<file path="config.mk">
export PLATFORM = sky130hd
export DESIGN_NAME = exc_commit_flat
export DESIGN_NICKNAME = d
export VERILOG_FILES = /design/src/rtl/exc_commit_pkg.sv /design/src/rtl/exc_commit_if.sv /design/src/rtl/exc_commit_int_sync.sv /design/src/rtl/exc_commit.sv /design/src/flat_wrapper.sv
export SDC_FILE = /design/constraint.sdc
export NUM_CORES = 1
export LEC_CHECK = 0
export BUFFER_PORTS_ARGS = -buffer_cell sky130_fd_sc_hd__buf_2
export CAP_MARGIN = 20
export CORE_MARGIN = 2
export CORE_UTILIZATION = 45
export CTS_CLUSTER_DIAMETER = 80
export CTS_CLUSTER_SIZE = 25
export DETAILED_ROUTE_END_ITERATION = 7
export GPL_TIMING_DRIVEN = 0
export HOLD_SLACK_MARGIN = 0.1
export PLACE_DENSITY_LB_ADDON = 0.25
export SYNTH_ARGS = -nofsm -noshare
export SYNTH_HDL_FRONTEND = slang
export SYNTH_SLANG_ARGS = --single-unit
</file>
<file path="constraint.sdc">
create_clock -name clk -period 2.05 [get_ports clk]
set_input_delay 0.1025 -clock clk [delete_from_list [all_inputs] [get_ports clk]]
set_output_delay 0.1025 -clock clk [all_outputs]
set_load 0.02 [all_outputs]
</file>
<file path="src/rtl/exc_commit_pkg.sv">
// rtl/exc_commit_pkg.sv - exception commit excodes, FSM states and interrupt helper
package exc_commit_pkg;

  typedef enum logic {
    ST_RUN   = 1'b0,
    ST_FLUSH = 1'b1
  } state_e;

  localparam logic [4:0] EXC_INT  = 5'h00;
  localparam logic [4:0] EXC_ADEL = 5'h04;
  localparam logic [4:0] EXC_ADES = 5'h05;
  localparam logic [4:0] EXC_SYS  = 5'h08;
  localparam logic [4:0] EXC_BP   = 5'h09;
  localparam logic [4:0] EXC_RI   = 5'h0A;
  localparam logic [4:0] EXC_OV   = 5'h0C;

  function automatic logic int_pending(input logic [7:0] ip, input logic [7:0] im,
                                       input logic ie, input logic exl);
    return (|(ip & im)) && ie && !exl;
  endfunction

endpackage

</file>
<file path="src/rtl/exc_commit_if.sv">
// rtl/exc_commit_if.sv - MEM-to-WB instruction handshake bundle
interface exc_commit_if;
  logic        in_valid;
  logic        in_ready;
  logic [31:0] in_pc;
  logic        in_bd;
  logic        in_ex;
  logic [4:0]  in_excode;
  logic [31:0] in_badvaddr;
  logic        in_eret;

  modport master (
    output in_valid, in_pc, in_bd, in_ex, in_excode, in_badvaddr, in_eret,
    input  in_ready
  );

  modport slave (
    input  in_valid, in_pc, in_bd, in_ex, in_excode, in_badvaddr, in_eret,
    output in_ready
  );
endinterface

</file>
<file path="src/rtl/exc_commit_int_sync.sv">
// rtl/exc_commit_int_sync.sv - two-flop synchronizer for the hardware interrupt lines
module exc_commit_int_sync (
  input  logic       clk,
  input  logic       resetn,
  input  logic [5:0] async_in,
  output logic [5:0] sync_out
);
  logic [5:0] meta;

  always_ff @(posedge clk or negedge resetn) begin
    if (!resetn) begin
      meta     <= '0;
      sync_out <= '0;
    end else begin
      meta     <= async_in;
      sync_out <= meta;
    end
  end
endmodule

</file>
<file path="src/rtl/exc_commit.sv">
// rtl/exc_commit.sv - WB-stage exception/interrupt/ERET commit with flush handshake
module exc_commit
  import exc_commit_pkg::*;
(
  input  logic        clk,
  input  logic        resetn,
  exc_commit_if.slave in_if,
  input  logic [5:0]  hw_int,
  input  logic [7:0]  status_im,
  input  logic        status_ie,
  input  logic        status_exl,
  input  logic [1:0]  sw_int,
  input  logic        flush_ack,
  output logic        wb_ex,
  output logic [4:0]  wb_excode,
  output logic [31:0] wb_pc,
  output logic        wb_bd,
  output logic [31:0] wb_badvaddr,
  output logic [7:0]  cause_ip,
  output logic        eret_flush,
  output logic        ws_valid
);
  state_e      state, state_nxt;
  logic [5:0]  sync_int;
  logic [31:0] ws_pc, ws_badvaddr;
  logic [4:0]  ws_excode;
  logic        ws_bd, ws_ex, ws_eret;
  logic        int_take, commit_ex, capture;

  exc_commit_int_sync u_int_sync (
    .clk      (clk),
    .resetn   (resetn),
    .async_in (hw_int),
    .sync_out (sync_int)
  );

  assign cause_ip   = {sync_int, sw_int};
  assign int_take   = int_pending(cause_ip, status_im, status_ie, status_exl);
  assign commit_ex  = ws_valid && (int_take || ws_ex);
  assign wb_ex      = commit_ex && (state == ST_RUN);
  assign eret_flush = ws_valid && ws_eret && !commit_ex && (state == ST_RUN);

  // While flushing we keep accepting so the front end drains; those instructions are dropped.
  assign in_if.in_ready = (state == ST_FLUSH) || !(ws_valid && (commit_ex || ws_eret));
  assign capture        = in_if.in_valid && in_if.in_ready && (state == ST_RUN);

  assign wb_excode   = int_take ? EXC_INT : ws_excode;
  assign wb_badvaddr = int_take ? 32'h0 : ws_badvaddr;
  assign wb_pc       = ws_pc;
  assign wb_bd       = ws_bd;

  always_ff @(posedge clk or negedge resetn) begin
    if (!resetn) state <= ST_RUN;
    else         state <= state_nxt;
  end

  always_comb begin
    state_nxt = state;
    case (state)
      ST_RUN:   if (wb_ex || eret_flush) state_nxt = ST_FLUSH;
      ST_FLUSH: if (flush_ack)           state_nxt = ST_RUN;
      default:                           state_nxt = ST_RUN;
    endcase
  end

  always_ff @(posedge clk or negedge resetn) begin
    if (!resetn) begin
      ws_valid    <= 1'b0;
      ws_pc       <= '0;
      ws_bd       <= 1'b0;
      ws_ex       <= 1'b0;
      ws_excode   <= '0;
      ws_badvaddr <= '0;
      ws_eret     <= 1'b0;
    end else begin
      ws_valid <= capture;
      if (capture) begin
        ws_pc       <= in_if.in_pc;
        ws_bd       <= in_if.in_bd;
        ws_ex       <= in_if.in_ex;
        ws_excode   <= in_if.in_excode;
        ws_badvaddr <= in_if.in_badvaddr;
        ws_eret     <= in_if.in_eret;
      end
    end
  end
endmodule

</file>
<file path="src/flat_wrapper.sv">
// flat-port wrapper written by rule: the top's interface ports become plain ports
module exc_commit_flat import exc_commit_pkg::*;
  (clk, resetn, hw_int, status_im, status_ie, status_exl, sw_int, flush_ack, wb_ex, wb_excode, wb_pc, wb_bd, wb_badvaddr, cause_ip, eret_flush, ws_valid, in_if_in_valid, in_if_in_pc, in_if_in_bd, in_if_in_ex, in_if_in_excode, in_if_in_badvaddr, in_if_in_eret, in_if_in_ready);
  exc_commit_if in_if_i ();
  input  logic clk;
  input  logic resetn;
  input  logic [5:0] hw_int;
  input  logic [7:0] status_im;
  input  logic status_ie;
  input  logic status_exl;
  input  logic [1:0] sw_int;
  input  logic flush_ack;
  output logic wb_ex;
  output logic [4:0] wb_excode;
  output logic [31:0] wb_pc;
  output logic wb_bd;
  output logic [31:0] wb_badvaddr;
  output logic [7:0] cause_ip;
  output logic eret_flush;
  output logic ws_valid;
  input wire logic [$bits(in_if_i.in_valid)-1:0] in_if_in_valid;
  input wire logic [$bits(in_if_i.in_pc)-1:0] in_if_in_pc;
  input wire logic [$bits(in_if_i.in_bd)-1:0] in_if_in_bd;
  input wire logic [$bits(in_if_i.in_ex)-1:0] in_if_in_ex;
  input wire logic [$bits(in_if_i.in_excode)-1:0] in_if_in_excode;
  input wire logic [$bits(in_if_i.in_badvaddr)-1:0] in_if_in_badvaddr;
  input wire logic [$bits(in_if_i.in_eret)-1:0] in_if_in_eret;
  output wire logic [$bits(in_if_i.in_ready)-1:0] in_if_in_ready;
  assign in_if_i.in_valid = in_if_in_valid;
  assign in_if_i.in_pc = in_if_in_pc;
  assign in_if_i.in_bd = in_if_in_bd;
  assign in_if_i.in_ex = in_if_in_ex;
  assign in_if_i.in_excode = in_if_in_excode;
  assign in_if_i.in_badvaddr = in_if_in_badvaddr;
  assign in_if_i.in_eret = in_if_in_eret;
  assign in_if_in_ready = in_if_i.in_ready;
  exc_commit u_core (.clk(clk), .resetn(resetn), .in_if(in_if_i), .hw_int(hw_int), .status_im(status_im), .status_ie(status_ie), .status_exl(status_exl), .sw_int(sw_int), .flush_ack(flush_ack), .wb_ex(wb_ex), .wb_excode(wb_excode), .wb_pc(wb_pc), .wb_bd(wb_bd), .wb_badvaddr(wb_badvaddr), .cause_ip(cause_ip), .eret_flush(eret_flush), .ws_valid(ws_valid));
endmodule
</file>
==> results of run 1 <==
cells in the mapped netlist, drive strengths merged:
master   n  area [um^2]
clkbuf   3         11.3
and4     1         8.76
a32o     1         10.0
nand2    3         11.3
nor2     4         15.0
o311a    1         10.0
o21ai    1         5.00
a22oi    4         30.0
or3b     1         8.76
o22ai    2         26.3
a21boi   1         7.51
or2      1         6.26
a21oi    2         10.0
inv      2         7.51
mux2    70          788
and2    37          231
nor2b    2         12.5
o31a     1         8.76
nand4    1         6.26
buf      9         82.6
dfrtp   86         2150
layer usage:
metal | GRT usage, % | share of wire [%] | up-vias
met5 | 0 | 0 | -
met4 | 5.93 | 1.5 | 0
met3 | 4.90 | 5.0 | 15
met2 | 42.2 | 55 | 99
met1 | 24.6 | 39 | 1375
li1 | - | - | 1331
cell type report:
class	count	area share, %
buffer	12	2.04
clock buffer	13	2.88
timing repair buffer	257	31.3
tap	99	2.25
multi-input combinational	133	21.9
sequential	86	39.0
inverter	2	0.136
clock inverter	1	0.544
worst max-delay path by stage:
stage | from | endpoint | slack [ps] | cells after the start
floorplan | u_core.u_int_sync.sync_out[4] | u_core.wb_pc[13] | 170 | 5
global placement | u_core.u_int_sync.sync_out[4] | u_core.wb_pc[26] | -20 | 5
detailed placement | u_core.u_int_sync.sync_out[1] | wb_badvaddr[27] | -40 | 6
CTS | u_core.u_int_sync.sync_out[1] | wb_badvaddr[27] | 20 | 7
global route | u_core.u_int_sync.sync_out[4] | wb_badvaddr[13] | -3 | 7
finish | u_core.u_int_sync.sync_out[4] | wb_badvaddr[10] | 120 | 7
where the power goes:
group	internal, mW	switching, mW	leakage [nW]
logic	1.65	1.84	1.55
registers	2.45	0.366	1.01
clock network	0.619	0.552	0.0956
total	4.72	2.76	2.66
state kept, by name, indices dropped and copies added, names as in the netlist:
signal and count:
u_core.wb_pc 32, u_core.ws_badvaddr 32, u_core.u_int_sync.meta 6, u_core.u_int_sync.sync_out 6, u_core.ws_excode 5, u_core.state 1
u_core.wb_bd 1, u_core.ws_eret 1, u_core.ws_ex 1, u_core.ws_valid 1
cell usage in the layout, fill, tap and decap left out, types with 2 or more instances in the layout:
| cell | count |
|---|---|
| dlygate4sd3_1 | 79 |
| inv_1 | 2 |
| clkbuf_8 | 11 |
| nand2_1 | 2 |
| nor2_1 | 4 |
| and2_1 | 37 |
| a22oi_1 | 4 |
| nor2b_1 | 2 |
| mux2_2 | 66 |
| buf_4 | 8 |
| dfrtp_1 | 86 |
| mux2_1 | 4 |
| clkbuf_1 | 2 |
| buf_6 | 6 |
| buf_2 | 174 |
metrics by stage:
step           cell area (um^2)  setup TNS, ps  cells
3_5_place_dp               4480          -1070    508
4_1_cts                    5480              0    602
5_1_grt                    5520          -4.78    603
2_1_floorplan              3450              0    233
3_3_place_gp               4450           -477    507
6_report                   5520              0    603
worst max-delay path, delay by kind of cell (launching register included):
| kind | cells | cell delay (ps) |
|---|---|---|
| buffers and inverters | 3 | 520 |
| AO/OA/AOI/OAI | 1 | 190 |
| flip-flops | 1 | 390 |
| AND/OR/NAND/NOR | 3 | 380 |
timing repair:
item                       in CTS  in global routing
gates cloned                    0                  0
gates resized for setup         5                 12
pin swaps                       1                  1
setup endpoints to repair      73                 65
setup buffers                   1                  1
hold endpoints to repair      164                  0
hold buffers                   79                  0
cell families after synthesis:
group,Yosys count
mux,70
compound gates,13
buf+inv,14
flops,86
simple gates,50
==> results.txt, run 1 <==
The critical path goes through a22oi_1 -> nand4_1 -> buf_4 -> nand2_4 -> buf_4 -> and2_1 -> buf_2. Summing the areas of all compound-gate instances in the mapped netlist gives 3.12% of the synthesized area. Between clock sinks in the finished design, the worst skew comes to 7.82 ps. Yosys synthesis warning count: 0. After global routing the overflow that remains totals 0.

The share of cell area taken by muxes after synthesis works out to 22.9%. For the slack of the critical path, the log shows 116 ps. The tools report the peak supply drop as 0.000787 V. Setup repair after global routing could not meet its margin everywhere. The transition time at the pin with the least slew margin was 462 ps; the static leakage power was 2.66 nW.

The tools report the final-report max-slew violation count as 0. The die covers 8380 um^2. The share of synthesized cell area in full adder, half adder and majority cells is 0%.

The run gives 0 as the number of hold-slack violations in the final timing report. Routability-driven placement finished with a final weighted congestion of 0.759. The violation count after the first detailed-routing iteration came out at 99. The worst path arrival time was 1830 ps; the post-synthesis average cell area was 14.8 um^2.

The cell that appears most often on the critical path is buf_4. After layout, the design draws a total of 7.48 mW. The share of the Yosys chip area taken by registers is 62.4%. Across the run, the number of max-cap violations was 0.

In the final layout, the share of cells above drive strength 1 is 54.2%. In the final layout, the multi-input gates occupy 1210 um^2. The tools report the number of global-route vias before repair as 3032. The post-route clock period utilization was 94.3%. Measured along the x axis, the die boundary spans 91.6 um. In this run the worst path has a maximum fanout of 10. For the half-perimeter wire length after placement, the log shows 5.43 mm. The tools report the number of DRC violations after detailed routing as 0. The highest attainable clock frequency came out at 517 MHz. The number of different library cells used by synthesis comes to 24. The initial antenna violation count was 0. Power spread over the standard cell area amounts to 1360 nW/um^2. Counting the fill cells in the layout gives 475. Summing the areas of all and, or, nand and nor instances in the mapped netlist gives 8.71% of the synthesized area.

TritonCTS built the clock tree. The worst hold path passes through 4 cells. Type of the worst setup path: flip-flop to primary output. The routed wire length was 8.96 mm; the number of nets produced by synthesis was 327. After the last flow step, the layout net total stands at 595.

The tools report the depth of the CTS H-tree as 3. The worst register-to-register path ends at u_core.wb_pc[17]. The cell count after synthesis came out at 233.

The setup slack of the most critical reg-to-reg path was 180 ps; the number of buffers on the longest clock path was 2. The total number of placement rows was 31. The tools report the global-route wire length before repair as 14.5 mm. The core region is 7330 um^2. The tightest hold path in the finished design has a slack of 144 ps. The element type at the critical path end is a primary output.

The worst register-to-register path begins at u_core.u_int_sync.sync_out[4]. The top-level I/O count came out at 176. Number of vias after detailed routing: 2820. The tools report the startpoint type of the worst setup path as a flip-flop.

Dividing the detail-routed via count by the number of cells gives 4.68. The fraction of synthesized cell area in xor and xnor cells is 0%, and the maximum number of pins on one net before global-route repair is 71. The flow ran to the end, and the final reports show no timing, DRC or antenna violations. The number of port buffers came out at 175. Area taken by flip-flops and latches: 2150 um^2.

On the critical path, the stage with the largest delay is an instance of dfrtp_1. The flop and latch count out of synthesis was 86. The total routing usage reported by global routing came out at 22.1%.

The remaining max-slew budget at the tightest pin came out at 69.1%. The clock-pin slew on the worst setup and hold paths is 80 ps, and the clock insertion delay at the later pin of the skew report is 340 ps. Setup-violating endpoint count in the final report: 0. The antenna diode count was 0; the area overhead of the layout relative to synthesis was 59.9%.

Clock tree synthesis inserted a total of 9 buffers. The largest stage delay on the critical path is 390 ps. The tightest min-delay check is of the input port to flip-flop type. The worst hold path begins at in_if_in_eret.

The first detailed-routing pass ran for 4 iterations. The worst register-to-register path has a depth of 7. For hold timing, the worst endpoint is u_core.ws_eret. From bottom edge to top edge, the die measures 91.6 um. The tools report the remaining antenna violation count after routing as 0. Dividing the detail-routed wire length by the instance count gives 14.9 um. After layout, the minimum clock period comes to 1930 ps. The run gives 47.1% as the initial standard-cell utilization of the core. By area, the combinational part of the netlist is dominated by multiplexers. Clock tree synthesis selected as its root buffer the cell clkbuf_8. At the placement stage, the worst setup path has a slack of -42.8 ps.

In this run the cell area of the synthesized design comes to 3450 um^2. Once layout is complete, the utilization of the core stands at 75.3%. At the worst endpoint, the required time is 1950 ps. For this design, the sink count on the clock tree is 86.
Note: power is estimated with default switching activity, not from simulation.
==> run 2, diff against run 1 <==
CORE_ASPECT_RATIO = 1.25   (was default)
clock period = 1.8 ns   (was 2.05 ns; I/O delays follow)
==> results.txt, run 2 (synthesis gave the netlist of run 1 again) <==
The tools report the depth of the CTS H-tree as 3 (unchanged). Commonest cells after routing, fill and taps aside: buf_2, dfrtp_1, dlygate4sd3_1 (unchanged). The post-layout total power was 10.1 mW (was 7.48 mW); the number of hold-slack violations in the final timing report was 0 (unchanged). The setup-violating endpoint count in the final report came out at 100 (was 0). The initial antenna violation count came out at 1 (was 0). The finished layout cell area is 6180 um^2 (was 5520 um^2). The maximum fanout count along the critical path came out at 10 (unchanged). Half-perimeter wire length after placement: 5.75 mm (was 5.43 mm). Required time at the endpoint of the critical path: 2020 ps (was 1950 ps).

The element type at the critical path end was a flip-flop (was a primary output). The run gives 66 (was 99) as the violation count after the first detailed-routing iteration. The power density relative to cell area was 1640 nW/um^2 (was 1360 nW/um^2). The number of port buffers is 175 (unchanged), and the routability congestion estimate is 0.744 (was 0.759).

Type of the worst setup path: flip-flop to flip-flop (was flip-flop to primary output). The logs give 7400 um^2 (was 7330 um^2) for the core region area and 46.6% (was 47.1%) for the initial standard-cell utilization of the core. The run gives 176 (unchanged) as the top-level I/O count. The worst path arrival time is 2120 ps (was 1830 ps), and the clock tree skew after final layout is 14.0 ps (was 7.82 ps). The run gives 23.3% (was 22.1%) as the total routing usage reported by global routing.

Class of the worst hold path: input port to flip-flop (unchanged). The startpoint type of the worst setup path was a flip-flop (unchanged). For this run, the top clock speed supported by timing is 526 MHz. The final-report max-slew violation count is 0 (unchanged), and the detailed-router iteration count before antenna repair is 4 (unchanged).

The peak supply drop was 0.000978 V (was 0.000787 V); the remaining antenna violation count after routing was 0 (unchanged). The flow ran to the end, but the final reports show violations. Full die area: 8390 um^2 (was 8380 um^2).

The average vias per placed instance works out to 4.86 (was 4.68). The detail-routed net length per standard cell was 17.9 um (was 14.9 um); the clock period minus final worst setup slack was 1900 ps. The clock insertion delay at the later pin of the skew report is 350 ps (was 340 ps), and the number of buffers on the longest clock path is 2 (unchanged). The checks that failed: setup timing.

The static leakage power came out at 3.02 nW (was 2.66 nW). The most common cell after layout, fill and taps aside is buf_2 (unchanged). For the tightest hold margin, the log shows 143 ps (was 144 ps). The height of the die came out at 102 um (was 91.6 um). TritonCTS built the clock tree.

The logs give 4480 um^2 (about the same) for the placed instance area and 42.0% (was 69.1%) for the remaining max-slew budget at the tightest pin. The total number of placement rows is 35 (was 31), and the number of clock buffers inserted by TritonCTS is 9 (unchanged). The global-route wire length before repair was 14.6 mm (was 14.5 mm); the number of vias after detailed routing was 2930 (was 2820). The total of max-cap violations is 0 (unchanged), and the die extent in x is 82.3 um (was 91.6 um). The tools report the routed wire length as 10.8 mm (was 8.96 mm). The logs give 3178 (was 3032) for the number of global-route vias before repair and -101 ps (was 116 ps) for the slack of the critical path. The run gives 45 (was 71) as the maximum number of pins on one net before global-route repair. Aggregate negative setup slack: -5400 ps (was 0 ps). The transition time at the pin with the least slew margin came out at 869 ps (was 462 ps).

The share of post-route cells with drive strength above 1 came out at 62.5% (was 54.2%). The clock-pin slew on the worst setup and hold paths works out to 90 ps (was 80 ps). The clock root buffer master was clkbuf_8 (unchanged).

The run gives 0 (unchanged) as the aggregate global routing overflow. The post-route clock period utilization was 106%. The run gives 86 (unchanged) as the clock sink count. For the number of DRC violations after detailed routing, the log shows 0 (unchanged). The area overhead of the layout relative to synthesis came out at 79.1% (was 59.9%). Setup repair after global routing could not meet its margin everywhere.

For the final net count, the log shows 599 (was 595).
run 2: routing by layer:
| layer | GRT usage (%) | share of wire (%) |
|---|---|---|
| met1 | 23.8 | 35 |
| met2 | 44.4 | 57 |
| met3 | 4.59 | 5.2 |
| met4 | 10.8 | 2.8 |
| met5 | 0 | 0 |
run 2: final timing paths:
path / slack [ps] / depth (start not counted) / to / from
max in group asynchronous: 910 / 3 / u_core.ws_badvaddr[3] / resetn
setup / recovery: -100 / 7 / u_core.ws_badvaddr[12] / u_core.u_int_sync.sync_out[1]
hold / removal: 140 / 4 / u_core.ws_eret / in_if_in_eret
setup reg to reg: -100 / 7 / u_core.ws_badvaddr[12] / u_core.u_int_sync.sync_out[1]
hold reg to reg: 350 / 0 / u_core.u_int_sync.sync_out[4] / u_core.u_int_sync.meta[4]
min in group asynchronous: 270 / 2 / u_core.u_int_sync.sync_out[3] / resetn
run 2: cell type report:
class,count,area [um^2]
clock inverters,4,72.6
fillers,381,1220
plain buffers,12,210
flip-flops and latches,86,2160
clock buffers,12,135
diodes,1,2.50
inverters,2,7.51
repair buffers,260,1970
multi-input cells,134,1510
well taps,92,115
run 2: critical path: stages (launching register included):
cell	delay, ps
dfrtp_2	400
a22oi_1	180
nand4_1	140
buf_6	180
o22ai_4	200
buf_12	180
buf_12	140
mux2_2	350
run 2: repair_timing:
| item | 4_1_cts | 5_1_grt |
|---|---|---|
| hold buffers | 79 | 0 |
| setup endpoints to repair | 110 | 107 |
| gates resized for setup | 103 | 84 |
| endpoints found under the hold margin | 120 | 0 |
| pin swaps | 24 | 10 |
| gates cloned | 3 | 1 |
| setup buffers | 3 | 0 |
run 2: metrics by stage:
step | cells | worst slack (ps) | utilization [%]
floorplan | 233 | -10.1 | -
global placement | 500 | -250 | 60.2
detailed placement | 501 | -274 | 60.5
CTS | 601 | -80.3 | 79.3
global route | 603 | -173 | 83.5
finish | 603 | -101 | 83.5
run 2: report_power, final:
part	switching, mW	leakage, nW	internal, mW	total (mW)
combinational	2.37	1.92	2.99	5.36
clock	0.651	0.101	0.782	1.43
sequential	0.545	1.00	2.80	3.34
